--- src/rtl/segment_message_scroller.sv ---
// Scrolls a stored message of character codes across two 7-segment digits,
// free-running on a prescaler or single-stepped, with a runtime write port.
module segment_message_scroller #(
  parameter int unsigned CLKS_PER_STEP = 12500000,
  parameter int unsigned ADDR_W        = 3,
  parameter int unsigned GAP_STEPS     = 2,
  parameter logic [7:0]  BLANK_CODE    = 8'h20
) (
  input  logic              i_Clk,
  input  logic              i_Reset,
  input  logic              i_Run_Toggle,
  input  logic              i_Step,
  input  logic              i_Load_En,
  input  logic [ADDR_W-1:0] i_Load_Addr,
  input  logic [7:0]        i_Load_Data,
  output logic [7:0]        o_Char_Left,
  output logic [7:0]        o_Char_Right,
  output logic              o_Running,
  output logic              o_Wrap
);

  localparam int unsigned MSG_LEN = 1 << ADDR_W;
  localparam int unsigned TOTAL   = MSG_LEN + GAP_STEPS;
  localparam int unsigned POS_W   = $clog2(TOTAL);
  localparam int unsigned PRE_W   = $clog2(CLKS_PER_STEP);

  typedef enum logic {
    ST_STOPPED = 1'b0,
    ST_RUN     = 1'b1
  } state_e;

  state_e             state_q, state_d;
  logic [POS_W-1:0]   pos_q, pos_d;
  logic [PRE_W-1:0]   pre_q, pre_d;
  logic [7:0]         mem_q [MSG_LEN];
  logic               run_prev_q, step_prev_q;
  logic               wrap_pend_q, wrap_pend_d;
  logic [7:0]         char_left_q, char_left_d;
  logic [7:0]         char_right_q, char_right_d;
  logic               running_q, wrap_q;

  logic               run_rise_c, step_rise_c, adv_c;
  logic [POS_W-1:0]   pos_nxt_c;

  assign run_rise_c  = i_Run_Toggle & ~run_prev_q;
  assign step_rise_c = i_Step & ~step_prev_q;
  assign pos_nxt_c   = (pos_q == POS_W'(TOTAL - 1)) ? '0 : pos_q + POS_W'(1);

  // Run/stop sequencing; a toggle always beats a step or prescaler advance.
  always_comb begin
    state_d = state_q;
    pre_d   = pre_q;
    adv_c   = 1'b0;
    unique case (state_q)
      ST_STOPPED: begin
        if (run_rise_c) begin
          state_d = ST_RUN;
          pre_d   = '0;
        end else if (step_rise_c) begin
          adv_c = 1'b1;
        end
      end
      ST_RUN: begin
        if (run_rise_c) begin
          state_d = ST_STOPPED;
        end else if (pre_q == PRE_W'(CLKS_PER_STEP - 1)) begin
          pre_d = '0;
          adv_c = 1'b1;
        end else begin
          pre_d = pre_q + PRE_W'(1);
        end
      end
      default: state_d = ST_STOPPED;
    endcase
  end

  // Position, wrap flag and the displayed stream window.
  always_comb begin
    pos_d        = adv_c ? pos_nxt_c : pos_q;
    wrap_pend_d  = adv_c && (pos_q == POS_W'(TOTAL - 1));
    char_left_d  = (pos_q < POS_W'(MSG_LEN)) ? mem_q[pos_q[ADDR_W-1:0]] : BLANK_CODE;
    char_right_d = (pos_nxt_c < POS_W'(MSG_LEN)) ? mem_q[pos_nxt_c[ADDR_W-1:0]] : BLANK_CODE;
  end

  always_ff @(posedge i_Clk or posedge i_Reset) begin
    if (i_Reset) begin
      state_q      <= ST_STOPPED;
      pos_q        <= '0;
      pre_q        <= '0;
      run_prev_q   <= 1'b1;
      step_prev_q  <= 1'b1;
      wrap_pend_q  <= 1'b0;
      char_left_q  <= BLANK_CODE;
      char_right_q <= BLANK_CODE;
      running_q    <= 1'b0;
      wrap_q       <= 1'b0;
    end else begin
      state_q      <= state_d;
      pos_q        <= pos_d;
      pre_q        <= pre_d;
      run_prev_q   <= i_Run_Toggle;
      step_prev_q  <= i_Step;
      wrap_pend_q  <= wrap_pend_d;
      char_left_q  <= char_left_d;
      char_right_q <= char_right_d;
      running_q    <= (state_q == ST_RUN);
      wrap_q       <= wrap_pend_q;
    end
  end

  // Message memory; reads above see the pre-write contents in the write cycle.
  always_ff @(posedge i_Clk or posedge i_Reset) begin
    if (i_Reset) begin
      for (int unsigned i = 0; i < MSG_LEN; i++) mem_q[i] <= BLANK_CODE;
    end else if (i_Load_En) begin
      mem_q[i_Load_Addr] <= i_Load_Data;
    end
  end

  assign o_Char_Left  = char_left_q;
  assign o_Char_Right = char_right_q;
  assign o_Running    = running_q;
  assign o_Wrap       = wrap_q;

endmodule

--- config.mk ---
export PLATFORM = sky130hd
export DESIGN_NAME = segment_message_scroller
export DESIGN_NICKNAME = d
export VERILOG_FILES = /design/src/rtl/segment_message_scroller.sv
export SDC_FILE = /design/constraint.sdc
export NUM_CORES = 1
export LEC_CHECK = 0
export ABC_CLOCK_PERIOD_IN_PS = 7100
export CAP_MARGIN = 30
export CORE_UTILIZATION = 40
export CTS_CLUSTER_DIAMETER = 150
export CTS_CLUSTER_SIZE = 30
export DETAILED_ROUTE_END_ITERATION = 12
export SLEW_MARGIN = 10
export SYNTH_ARGS = -nofsm -noshare
export SYNTH_HDL_FRONTEND = slang
export SYNTH_SLANG_ARGS = --single-unit
--- constraint.sdc ---
create_clock -name i_Clk -period 7.1 [get_ports i_Clk]
set_clock_uncertainty 0.1 [all_clocks]
set_input_delay 1.42 -clock i_Clk [delete_from_list [all_inputs] [get_ports i_Clk]]
set_output_delay 1.42 -clock i_Clk [all_outputs]
set_load 0.02 [all_outputs]
==> impl_results.md, run 1 <==
* Worst-Margin Slew at about 0.95 ns
* Post-synth EDFFs at 0
* I/O pin count at 34
* Site row count at 44
* Post-route antenna net violation count at 0
* Leakage at roughly 2.9 nW
* RSZ-0062 raised after global routing: false
* Vias at about 4500
* Die Height at approximately 120 um
* Routed WL per cell at just over 20 um
* Hpwl dp at slightly above 9 mm
* PD cells at 373 mW/mm2
* Max Cap Viol at 0
* Worst Hold Class: reg2reg
* Core area at around 0.014 mm2
* Slowest cell delay on critical path at between 0.4 and 0.5 ns
* Initial DRT Pass Iterations at 5
* Die ar. at between 0.015 and 0.02 mm2
* Top layer in use: met4
* Critical Path RT at 7.34 ns
* Synth-to-layout area growth at 19.2%
* Die width at approximately 120 um
* Fillers at approximately 1300
* Total Wirelength at 14.8 mm
* Most common cell in the netlist: dfrtp_1
* N_diodes at 0
* Initial DRC Count at 391
* Clock latency on the worst-skew pair at between 0.4 and 0.5 ns
* H-tree Lvls at 4
* Synth cell types at 57
* Clock tree buffer depth at 2
* DR vias/cell at approximately 6
* Slowest library cell on the worst path: nor2_1
* Commonest cells in the netlist: dfrtp_1, mux2_2, nand2_1, a31oi_1, nor2_1
* Final Hold Viols at 0
* Fraction of layout cells with a size suffix above 1 at 0.279
* Num Clock Sinks at approximately 110
* Total Nets Final at approximately 550
* Async S/R FF share, synth at 1.00
* Final min period at between 3 and 4 ns
* Setup crit end kind: flop
* Highest Clock Rate at about 270 MHz
* Finished Layout Cells at ~730
* Critical Path Fanout Max at 12
* Met1 WL at 6.41 mm
* Post-synth top area share at 0.431
* Mapped Area at ~0.0059 mm2
* Number of antenna violations at the first check in global routing at 0
* CP Launch Type: input port
* Ys flop type: dfrtp_1
* GRT Total Usage at 0.212
* CTS tree: done
* Top cells by area, synth: dfrtp_1, mux2_2, mux4_2
* Setup Buffers After CTS at 0
* Hold_buf cts at 0
* GRT Residual Overflow at 0
* Area leader, netlist: dfrtp_1
* Final worst-path setup slack at between 3 and 4 ns
* Met3 wire len at around 700 um
* Post-Route Setup TNS at 0 ns
* CP cell instances: clkdlybuf4s50_1, nand2b_1, and2_0, buf_6, nor2_1, buf_4, inv_1, o31a_1, o21ai_0
* # setup viols final at 0
* First-pass GRT wire length at approximately 24 mm
* Largest net degree at the start of global routing at between 60 and 70
* Met2 WL at about 7.5 mm
* Post_cts resized at 0
* Flops & latches, synth at between 100 and 150
* Buffers on Ports at 33
* Post-synthesis sequential area ratio at 0.485
* Place WS at 2.66 ns
* Initial core utilization at 0.409
* Routability cong. at 0.920
* Vias in the first global route at ~4500
* Status: completed
* CTS root buf: clkbuf_16
* Avg Synthesized Cell Area at ~12 um2
* Synth Instances at approximately 510
* Syn nets at roughly 520
* Slew margin rel. at 0.367
* Worst Setup Path Type: in2reg
* Crit path DAT at about 4.0 ns
* Yosys warning total at 0
* Slew Viols, Final at 0
* Residual DRC at 0
* CTS Buf Count at 17
* Total Power at 2.63 mW
* DP Cell Count at between 600 and 700
* Clock slew seen by the registers of the worst setup and hold paths at ~0.05 ns
* Worst vdd ir at between 0.15 and 0.2 mV
* Period Utilization, post-route at 0.529
[cells by family (layout without fill, tap and decap cells)]
kind of cell | after synthesis | count (layout) | synth area share
AO/OA/AOI/OAI | 91 | 91 | 0.107
XOR/XNOR | 1 | 1 | 0.00148
adder cells (fa/ha/maj) | 3 | 3 | 0.00634
buffers and inverters | 42 | 85 | 0.0315
flip-flops | 114 | 114 | 0.485
multiplexers | 104 | 104 | 0.224
AND/OR/NAND/NOR | 150 | 150 | 0.145
[layer usage]
metal,up-vias,global-route usage
met3,18,0.0563
met1,2316,0.264
met4,0,0.0881
met5,-,0
met2,128,0.349
li1,2003,-
[metrics by stage]
step | util | hold slack, ns | area (um2)
after floorplan | - | 0.231 | 5920
after global placement | 0.440 | 0.242 | 6370
after detailed placement | 0.442 | 0.239 | 6400
after CTS | 0.486 | 0.251 | 7030
after global routing | 0.487 | 0.250 | 7060
final | 0.487 | 0.247 | 7060
[registers in the layout (all words and copies together) (netlist names)]
signal        flops
o_Char_Right      8
wrap_pend_q       1
o_Char_Left       8
pos_q             4
step_prev_q       1
o_Wrap            1
pre_q            24
run_prev_q        1
state_q           1
mem_q            64
o_Running         1
[layout by cell type (no fill, tap or decap), drive strengths merged, types with 7 or more instances in the layout]
cell type / Yosys / routed
mux4: 16 / 16
o21ai: 14 / 14
and3: 8 / 8
o22ai: 9 / 9
nand2: 29 / 29
inv: 11 / 13
mux2i: 22 / 22
dfstp: 12 / 12
mux2: 66 / 66
or3: 10 / 10
and2: 8 / 8
or4: 7 / 7
clkbuf: 18 / 17
clkdlybuf4s50: 0 / 33
nand4: 11 / 11
a31oi: 25 / 25
dfrtp: 102 / 102
nor3: 10 / 10
buf: 13 / 9
nor2: 23 / 23
a221oi: 9 / 9
nand3: 13 / 13
[worst paths after layout]
path / start / endpoint / slack, ns / depth (start not counted)
max: i_Run_Toggle / pre_q[19] / 3.34 / 9
min: wrap_pend_q / o_Wrap / 0.25 / 0
min in group asynchronous: i_Reset / pos_q[0] / 1.33 / 2
max reg2reg: pos_q[1] / o_Char_Right[3] / 4.02 / 6
max in group asynchronous: i_Reset / mem_q[44] / 4.29 / 3
min reg2reg: wrap_pend_q / o_Wrap / 0.25 / 0
[power by group]
group	internal [mW]	switching, mW	total, mW
registers	0.779	0.126	0.905
logic	0.406	0.414	0.820
clock network	0.589	0.318	0.908
total	1.77	0.858	2.63
[cell type report]
cell class / count / area (um2) / share of cell area
Sequential cell: 114 / 2870 / 0.406
Tap cell: 184 / 230 / 0.0326
Clock buffer: 17 / 425 / 0.0603
Clock inverter: 15 / 209 / 0.0296
Multi-Input combinational cell: 349 / 2870 / 0.407
Timing Repair Buffer: 42 / 409 / 0.0580
Inverter: 11 / 43.8 / 0.00621
[worst max-delay path, delay by kind of cell]
| kind | cells | cell delay, ns |
|---|---|---|
| simple gates | 3 | 1.02 |
| buf+inv | 4 | 1.24 |
| compound gates | 2 | 0.31 |
Note: power is estimated with default switching activity, not from simulation.
==> run 2, diff against run 1 <==
Settings changed: ABC_CLOCK_PERIOD_IN_PS 7100 to 3200.
Clock period 7.1 ns to 3.2 ns, I/O delays scaled along.
==> impl_results.md, run 2 (synthesized netlist as in run 1, its figures left out) <==
* Status: completed
* Final Hold Viols at 0
* Critical Path Fanout Max at 20
* Residual DRC at 0
* Slowest cell delay on critical path at between 0.5 and 0.6 ns
* GRT Total Usage at 0.206
* Fillers at about 1200
* DR vias/cell at 5.98
* Worst Setup Path Type: reg2reg
* CTS Buf Count at 17
* Number of antenna violations at the first check in global routing at 0
* Num Clock Sinks at ~110
* First-pass GRT wire length at between 20 and 25 mm
* Total Wirelength at approximately 15 mm
* CTS root buf: clkbuf_16
* CP Launch Type: flop
* Crit path launch: pos_q[1]
* Post_cts resized at 0
* Setup Buffers After CTS at 0
* Vias at ~4400
* CP cell instances: buf_4, ha_1, a21bo_2, mux2_2, mux2i_1, o22ai_1, a21o_1
* I/O pin count at 34
* Routed WL per cell at 19.6 um
* Critical Path RT at roughly 3.4 ns
* N_diodes at 0
* Initial DRT Pass Iterations at 6
* Worst-Margin Slew at about 0.8 ns
* Hold_sp: wrap_pend_q
* Clock latency on the worst-skew pair at between 0.4 and 0.5 ns
* Crit path DAT at ~2.7 ns
* Synth-to-layout area growth at 20.4%
* Slew Viols, Final at 0
* Slowest library cell on the worst path: mux2_2
* Period Utilization, post-route at 0.794
* Commonest non-fill, non-tap cell in the layout: dfrtp_1
* Vias in the first global route at 4345
* H-tree Lvls at 4
* Most flop-heavy register: mem_q
* Setup crit end kind: flop
* Largest net degree at the start of global routing at 115
* Total Nets Final at around 570
* PD cells at about 820 mW/mm2
* Worst Hold Class: reg2reg
* Hpwl dp at around 9.3 mm
* RSZ-0062 raised after global routing: false
* CP bufs+invs at 1
* Initial core utilization at 0.409
* Fraction of layout cells with a size suffix above 1 at 0.286
* Clock slew seen by the registers of the worst setup and hold paths at ~0.050 ns
* Highest Clock Rate at 393 MHz
* Post-Route Setup TNS at 0 ns
* Routability cong. at approximately 0.84
* WHS at 0.255 ns
* FF+latch area at between 0.002 and 0.003 mm2
* Buffers on Ports at 33
* Clock tree buffer depth at 2
* Max Cap Viol at 0
* Worst vdd ir at approximately 0.44 mV
* Post-route antenna net violation count at 0
* Worst r2r src: pos_q[1]
* GRT Residual Overflow at 0
* Hold_buf cts at 0
* CP top delay family: multiplexers
* # setup viols final at 0
* Die ar. at about 0.015 mm2
* Initial DRC Count at 348
* Largest regs: mem_q x64, pre_q x24
* CTS tree: done
* Slew margin rel. at 0.474
* Core area at 0.0145 mm2
* Max reg flops at 64
* Leakage at 2.93 nW
* Most frequent cells in the layout: dfrtp_1, mux2_2, clkdlybuf4s50_1, nand2_1, a31oi_1
* Site row count at 44
* Multi-input gate area at 0.00287 mm2
* Final min period at around 2.5 ns
* Die width at approximately 120 um
* Die Height at around 120 um
[run 2: final timing paths]
kind / to / slack, ns / depth (start not counted)
setup / recovery: o_Char_Right[0] / 0.66 / 7
hold / removal: o_Wrap / 0.25 / 0
setup reg to reg: o_Char_Right[0] / 0.66 / 7
hold reg to reg: o_Wrap / 0.25 / 0
max in group asynchronous: pre_q[19] / 1.84 / 3
min in group asynchronous: o_Wrap / 0.62 / 3
[run 2: layout make-up]
cell class,instances,share of cell area
well taps,184,0.0323
multi-input cells,349,0.403
flip-flops and latches,114,0.402
repair buffers,53,0.0692
inverters,11,0.00632
clock inverters,9,0.0216
clock buffers,23,0.0656
[run 2: routing by layer]
| metal | global-route usage | wire [um] |
|---|---|---|
| met1 | 0.263 | 6490 |
| met2 | 0.332 | 7070 |
| met3 | 0.0582 | 736 |
| met4 | 0.0776 | 264 |
| met5 | 0 | 0 |
[run 2: power breakdown]
| part | internal, mW | leakage [nW] | switching (mW) | total, mW |
|---|---|---|---|---|
| Sequential | 1.73 | 1.42 | 0.217 | 1.95 |
| Clock | 1.34 | 0.297 | 0.657 | 2.00 |
| Combinational | 0.938 | 1.21 | 0.993 | 1.93 |
[run 2: stage by stage]
| stage | setup slack (ns) | std cells | power (mW) | area, um2 | utilization |
|---|---|---|---|---|---|
| 2_1_floorplan | 0.520 | 505 | 3.34 | 5920 | - |
| 3_3_place_gp | 0.651 | 711 | 3.84 | 6510 | 0.449 |
| 3_5_place_dp | 0.608 | 711 | 3.88 | 6510 | 0.449 |
| 4_1_cts | 0.657 | 743 | 5.89 | 7130 | 0.492 |
| 5_1_grt | 0.504 | 743 | 6.17 | 7130 | 0.492 |
| 6_report | 0.658 | 743 | 5.88 | 7130 | 0.492 |
